### src/rtl/chan_pkg.sv
// Shared constants and types for the channel router: bus widths, the default status
// channel address and the byte order of the status readout.
package chan_pkg;

    localparam int CHAN_ADDR_W = 7;
    localparam int CHAN_DATA_W = 8;
    localparam int CHAN_TAG_W  = 4;   // wide enough for up to 16 endpoints
    localparam int COUNT_W     = 16;

    localparam int DEFAULT_STATUS_ADDR = 127;

    // Byte order of the 4-byte status readout.
    typedef enum logic [1:0] {
        STAT_BYTE_LO = 2'd0,
        STAT_BYTE_HI = 2'd1,
        STAT_DROP_LO = 2'd2,
        STAT_DROP_HI = 2'd3
    } stat_idx_e;

    // Byte 0 is read live; the other three come from the snapshot taken when byte 0 is consumed.
    function automatic logic [CHAN_DATA_W-1:0] stat_byte(
        input stat_idx_e            idx,
        input logic [COUNT_W-1:0]   live_bytes,
        input logic [2*COUNT_W-1:0] shadow
    );
        logic [CHAN_DATA_W-1:0] b;
        b = '0;
        unique case (idx)
            STAT_BYTE_LO: b = live_bytes[7:0];
            STAT_BYTE_HI: b = shadow[15:8];
            STAT_DROP_LO: b = shadow[23:16];
            STAT_DROP_HI: b = shadow[31:24];
            default:      b = '0;
        endcase
        return b;
    endfunction

endpackage

### src/rtl/chan_skid_reg.sv
// One-entry host-to-endpoint stage: holds a data byte, the endpoint tag it is bound to,
// and a full flag. A load on the same edge as a drain reloads the stage.
module chan_skid_reg
    import chan_pkg::*;
(
    input  logic                   clk,
    input  logic                   rst,
    input  logic                   load,
    input  logic [CHAN_DATA_W-1:0] load_data,
    input  logic [CHAN_TAG_W-1:0]  load_tag,
    input  logic                   drain,
    output logic                   full,
    output logic [CHAN_DATA_W-1:0] data,
    output logic [CHAN_TAG_W-1:0]  tag
);

    // NOTE: state registers use non-blocking assignments so every flop samples the
    // pre-edge value of its inputs, independent of the order the blocks are evaluated.
    // NOTE: the data/tag holding register is reset too; it is a single byte, not a
    // memory array, and a known value keeps the shared endpoint data bus clean after reset.
    always_ff @(posedge clk or posedge rst) begin
        if (rst) begin
            full <= 1'b0;
            data <= '0;
            tag  <= '0;
        end else if (load) begin
            full <= 1'b1;
            data <= load_data;
            tag  <= load_tag;
        end else if (drain) begin
            full <= 1'b0;
        end
    end

endmodule

### src/rtl/chan_router.sv
// Routes comm_fpga_fx2 channel traffic to NUM_CHAN endpoints and keeps byte/drop counters.
// Define CHAN_ROUTER_STATUS_EN to build the read-only status channel at STATUS_ADDR.
module chan_router
    import chan_pkg::*;
#(
    parameter int NUM_CHAN    = 4,
    parameter int BASE_ADDR   = 0,
    parameter int STATUS_ADDR = DEFAULT_STATUS_ADDR
) (
    input  logic                            clk_in,
    input  logic                            reset_in,
    input  logic [CHAN_ADDR_W-1:0]          chanAddr_in,
    input  logic [CHAN_DATA_W-1:0]          h2fData_in,
    input  logic                            h2fValid_in,
    output logic                            h2fReady_out,
    output logic [CHAN_DATA_W-1:0]          f2hData_out,
    output logic                            f2hValid_out,
    input  logic                            f2hReady_in,
    output logic [CHAN_DATA_W-1:0]          epH2fData_out,
    output logic [NUM_CHAN-1:0]             epH2fValid_out,
    input  logic [NUM_CHAN-1:0]             epH2fReady_in,
    input  logic [CHAN_DATA_W*NUM_CHAN-1:0] epF2hData_in,
    input  logic [NUM_CHAN-1:0]             epF2hValid_in,
    output logic [NUM_CHAN-1:0]             epF2hReady_out,
    output logic [COUNT_W-1:0]              byteCount_out,
    output logic [COUNT_W-1:0]              dropCount_out
);

    if (NUM_CHAN < 1 || NUM_CHAN > 16) begin : g_bad_num_chan
        $error("chan_router: NUM_CHAN must be 1..16");
    end
    if (STATUS_ADDR >= BASE_ADDR && STATUS_ADDR < BASE_ADDR + NUM_CHAN) begin : g_bad_status
        $error("chan_router: STATUS_ADDR overlaps the endpoint range");
    end

    logic                   h_full;
    logic [CHAN_DATA_W-1:0] h_buf;
    logic [CHAN_TAG_W-1:0]  h_tag;

    logic [7:0]             addr_off;
    logic                   addr_mapped;
    logic                   status_hit;
    logic                   ep_ready_sel;
    logic                   accept;
    logic                   load;
    logic                   drain;
    logic                   drop;
    logic                   stat_clear;
    logic [CHAN_DATA_W-1:0] stat_data;

    logic [COUNT_W-1:0]     byte_count;
    logic [COUNT_W-1:0]     drop_count;

    // Addresses below BASE_ADDR wrap to a large offset, so one compare covers both bounds.
    assign addr_off    = {1'b0, chanAddr_in} - 8'(BASE_ADDR);
    assign addr_mapped = (addr_off < 8'(NUM_CHAN));

    // NOTE: every signal assigned in an always_comb gets a default before any branch,
    // so no path leaves it unassigned and no latch is inferred.
    always_comb begin
        ep_ready_sel = 1'b0;
        for (int i = 0; i < NUM_CHAN; i++) begin
            if (h_tag == CHAN_TAG_W'(i)) ep_ready_sel = epH2fReady_in[i];
        end
    end

    assign h2fReady_out = !h_full || ep_ready_sel;
    assign accept       = h2fValid_in && h2fReady_out;
    assign load         = accept && addr_mapped;
    assign drain        = h_full && ep_ready_sel;
    assign drop         = accept && !addr_mapped && !status_hit;
    assign stat_clear   = accept && status_hit;

    // The pending byte keeps its captured tag, so an address change cannot misroute it.
    chan_skid_reg u_stage (
        .clk       (clk_in),
        .rst       (reset_in),
        .load      (load),
        .load_data (h2fData_in),
        .load_tag  (addr_off[CHAN_TAG_W-1:0]),
        .drain     (drain),
        .full      (h_full),
        .data      (h_buf),
        .tag       (h_tag)
    );

    assign epH2fData_out = h_buf;

    always_comb begin
        epH2fValid_out = '0;
        for (int i = 0; i < NUM_CHAN; i++) begin
            epH2fValid_out[i] = h_full && (h_tag == CHAN_TAG_W'(i));
        end
    end

    // Read path is purely combinational; unmapped reads return an always-valid zero byte.
    always_comb begin
        f2hData_out    = '0;
        f2hValid_out   = 1'b1;
        epF2hReady_out = '0;
        if (status_hit) begin
            f2hData_out = stat_data;
        end else begin
            for (int i = 0; i < NUM_CHAN; i++) begin
                if (addr_off == 8'(i)) begin
                    f2hData_out       = epF2hData_in[i*CHAN_DATA_W +: CHAN_DATA_W];
                    f2hValid_out      = epF2hValid_in[i];
                    epF2hReady_out[i] = f2hReady_in;
                end
            end
        end
    end

    // A status write clears both counters and wins over a same-edge increment.
    always_ff @(posedge clk_in or posedge reset_in) begin
        if (reset_in) begin
            byte_count <= '0;
            drop_count <= '0;
        end else if (stat_clear) begin
            byte_count <= '0;
            drop_count <= '0;
        end else begin
            if (drain) byte_count <= byte_count + 16'd1;
            if (drop && (drop_count != 16'hFFFF)) drop_count <= drop_count + 16'd1;
        end
    end

    assign byteCount_out = byte_count;
    assign dropCount_out = drop_count;

`ifdef CHAN_ROUTER_STATUS_EN
    localparam logic [CHAN_ADDR_W-1:0] STATUS_CODE = CHAN_ADDR_W'(STATUS_ADDR);

    stat_idx_e              stat_idx;
    logic [2*COUNT_W-1:0]   stat_shadow;

    assign status_hit = (chanAddr_in == STATUS_CODE);
    assign stat_data  = stat_byte(stat_idx, byte_count, stat_shadow);

    // Consuming byte 0 freezes both counters so the remaining three bytes agree with it.
    always_ff @(posedge clk_in or posedge reset_in) begin
        if (reset_in) begin
            stat_idx    <= STAT_BYTE_LO;
            stat_shadow <= '0;
        end else begin
            if (!status_hit) begin
                stat_idx <= STAT_BYTE_LO;
            end else if (f2hReady_in) begin
                stat_idx <= stat_idx_e'(stat_idx + 2'd1);
            end
            if (status_hit && f2hReady_in && (stat_idx == STAT_BYTE_LO)) begin
                stat_shadow <= {drop_count, byte_count};
            end
        end
    end
`else
    assign status_hit = 1'b0;
    assign stat_data  = '0;
`endif

endmodule

### config.mk
export PLATFORM = sky130hd
export DESIGN_NAME = chan_router
export DESIGN_NICKNAME = d
export VERILOG_FILES = /design/src/rtl/chan_pkg.sv /design/src/rtl/chan_skid_reg.sv /design/src/rtl/chan_router.sv
export SDC_FILE = /design/constraint.sdc
export NUM_CORES = 1
export LEC_CHECK = 0
export ABC_AREA = 1
export BUFFER_PORTS_ARGS = -buffer_cell sky130_fd_sc_hd__buf_2
export CAP_MARGIN = 0
export CORE_MARGIN = 3
export CORE_UTILIZATION = 53
export CTS_BUF_LIST = sky130_fd_sc_hd__clkbuf_16
export CTS_CLUSTER_DIAMETER = 40
export CTS_CLUSTER_SIZE = 24
export DETAILED_ROUTE_END_ITERATION = 8
export GPL_ROUTABILITY_DRIVEN = 0
export GPL_TIMING_DRIVEN = 0
export PLACE_DENSITY_LB_ADDON = 0.3
export SLEW_MARGIN = 20
export SYNTH_ARGS = -nofsm -noshare
export SYNTH_HDL_FRONTEND = slang
export SYNTH_SLANG_ARGS = --single-unit
### constraint.sdc
create_clock -name clk_in -period 2.8 [get_ports clk_in]
set_input_delay 0.7 -clock clk_in [delete_from_list [all_inputs] [get_ports clk_in]]
set_output_delay 0.7 -clock clk_in [all_outputs]
set_load 0.03 [all_outputs]
==> results.json <==
{
  "wl_per_cell_um": 12.3,
  "worstMarginPinSlew_ps": 373,
  "gr-total-overflow": 0,
  "ir_worst_vdd_mv": 0.541,
  "syn_nets": 473,
  "final_nets": 600,
  "setup_tns_ps": 0,
  "synth_commonest_cells": "nand2_1 (147), dfrtp_1 (45), inv_1 (42), nand3_1 (42), nor2_1 (38)",
  "numClockSinks": 45,
  "firstDrtPassIters": 4,
  "fp-row-count": 26,
  "final_antenna_net_count": 0,
  "yosysWarnings": 0,
  "dp.cells": 598,
  "coreArea_um2": 5240,
  "start_kind": "primary input",
  "p_switching_mw": 1.08,
  "initialDrtViolationCount": 161,
  "status": "completed",
  "ys_ff_latch": 45,
  "wirelength_mm": 7.48,
  "r2r_start": "dropCount_out[0]$_DFFE_PP0P_",
  "power_density_nw_per_um2": 651,
  "syn_inst": 412,
  "hpwlAfterDp_mm": 5.81,
  "stdcell_count": 610,
  "grt.total_usage": 0.240,
  "numCtsBuffers": 5,
  "skew_ps": 10.2,
  "crit_start": "chanAddr_in[5]",
  "diodes": 0,
  "die_h_um": 80.5,
  "antenna_found_initial": 0,
  "area_growth_syn_to_layout_pct": 30.5,
  "seq_area_frac_synth": 0.383,
  "whs_ps": 342,
  "ys_types": 29,
  "grt_max_degree": 35,
  "grt_pass1_vias": 2807,
  "reg2reg_to": "dropCount_out[3]$_DFFE_PP0P_",
  "cp-end-kind": "output port",
  "die_w_um": 80.5,
  "drc": 0,
  "required_ps": 2100,
  "hold_path_class": "primary input to async pin",
  "slew_viol_final": 0,
  "rrSetupSlack_ps": 1050,
  "arrival_ps": 1990,
  "synth_ff_type": "dfrtp_1",
  "avgSynthCellArea_um2": 7.14,
  "ios": 117,
  "yosys.cell_count.top_type": "nand2_1",
  "sequentialPowerShare": 0.380,
  "start_util": 0.562,
  "clk_latency_ps": 280,
  "p_leak_nw": 2.16,
  "yosys.area.top_type_share": 0.383,
  "min_period_ps": 2690,
  "numPortBuffers": 115,
  "path_clk_slew_ps": 70,
  "grt_pass1_wl_mm": 12.4,
  "r2r_cells": 10,
  "drive_gt1_frac": 0.311,
  "cts.htree.levels": 2,
  "fin_total_pwr_mw": 2.50,
  "yosys.area.top_type": "dfrtp_1",
  "synth.area.top_cells": "dfrtp_1 (38%), nand2_1 (19%), nand3_1 (7.1%)",
  "p_int_mw": 1.42,
  "fmax_mhz": 371,
  "swShare": 0.431,
  "hold_viol_final": 0,
  "pwr-share-clk": 0.231,
  "cap_viol_max_count": 0,
  "cp-endpoint": "f2hData_out[7]",
  "num_vias": 3094,
  "tritoncts": "yes",
  "synthArstFlopShare": 1.00,
  "die_area_um2": 6480,
  "cts.path.max_buffers": 2,
  "ctsHoldBuffers": 0,
  "syn_area_um2": 2940,
  "worstSetupPathType": "primary input to output port",
  "fin_crit_sh": 0.962,
  "setup_viol": 0,
  "cp_max_fo": 7,
  "cts_root_buffer": "clkbuf_16",
  "synth_edf_count": 0,
  "viasPerCell": 5.07,
  "relSlewSlack": 0.750,
  "p_comb_frac": 0.389
}
## per-stage QoR
step	util	area, um2	setup slack, ps
after floorplan	-	2940	206
after global placement	0.688	3600	9.51
after detailed placement	0.692	3620	-18.6
after CTS	0.721	3780	41.8
after global routing	0.733	3840	-49.6
final	0.733	3840	105
## layout by cell type, fill, tap and decap left out, drive strengths merged
cell type	count
dfrtp	45
o21ai	11
inv	44
nand4	14
xor2	16
clkinv	3
nor3	11
xnor2	5
nand2	161
nor4	3
nand3	46
and2	1
clkbuf	6
nor2	45
ha	2
buf	126
a21boi	1
## layout make-up
type / instances / area (um2)
plain buffers: 9 / 87.6
clock buffers: 5 / 125
clock inverters: 3 / 17.5
fillers: 427 / 1400
inverters: 44 / 165
multi-input cells: 316 / 1620
flip-flops and latches: 45 / 1130
well taps: 70 / 87.6
repair buffers: 118 / 611
## cells by family after synthesis
group,count (synthesis),share of synthesized area
compound gates,12,0.0251
buf+inv,53,0.0859
fa+ha+maj,2,0.00851
xor+xnor,21,0.0625
simple gates,279,0.435
flops,45,0.383
## state kept, by name (all words and copies together), names as in the netlist
signal / cells
u_stage.tag: 4
byteCount_out: 16
u_stage.data: 8
u_stage.full: 1
dropCount_out: 16
## critical path, cell delays in order
cell	delay, ps
buf_2	100
nor2_1	180
nand4_4	180
inv_1	160
nand2_4	120
nor2_2	210
nand2_1	80
nand4_1	80
buf_2	200
## worst min path at each step
stage,start,endpoint,slack [ps]
floorplan,u_stage.tag[3]$_DFFE_PP0P_,u_stage.tag[3]$_DFFE_PP0P_,510
global placement,u_stage.data[6]$_DFFE_PP0P_,u_stage.data[6]$_DFFE_PP0P_,460
detailed placement,u_stage.data[3]$_DFFE_PP0P_,u_stage.data[3]$_DFFE_PP0P_,460
CTS,reset_in,byteCount_out[0]$_DFFE_PP0P_,350
global route,reset_in,byteCount_out[0]$_DFFE_PP0P_,370
finish,reset_in,byteCount_out[0]$_DFFE_PP0P_,340
## power by group through the flow
stage	sequential (mW)	clock, mW	combinational (mW)
after floorplan	1.19	0	0.436
after detailed placement	0.959	0	0.962
after global placement	0.951	0	0.928
after CTS	0.948	0.579	0.969
after global routing	0.973	0.620	1.07
final	0.949	0.579	0.972
## metal layers
metal  share of wire  global-route usage  routed length [um]
met1            0.42               0.297                3130
met2            0.50               0.407                3750
met3           0.072              0.0605                 538
met4          0.0083              0.0726                  62
met5               0                   0                   0
## timing repair
action                                  CTS  global route
resized for setup                         2             6
buffers inserted                          0             2
endpoints found under the setup margin    3             9
pin swaps                                 0             3
gates cloned                              0             2
(Power assumes the default switching activity.)
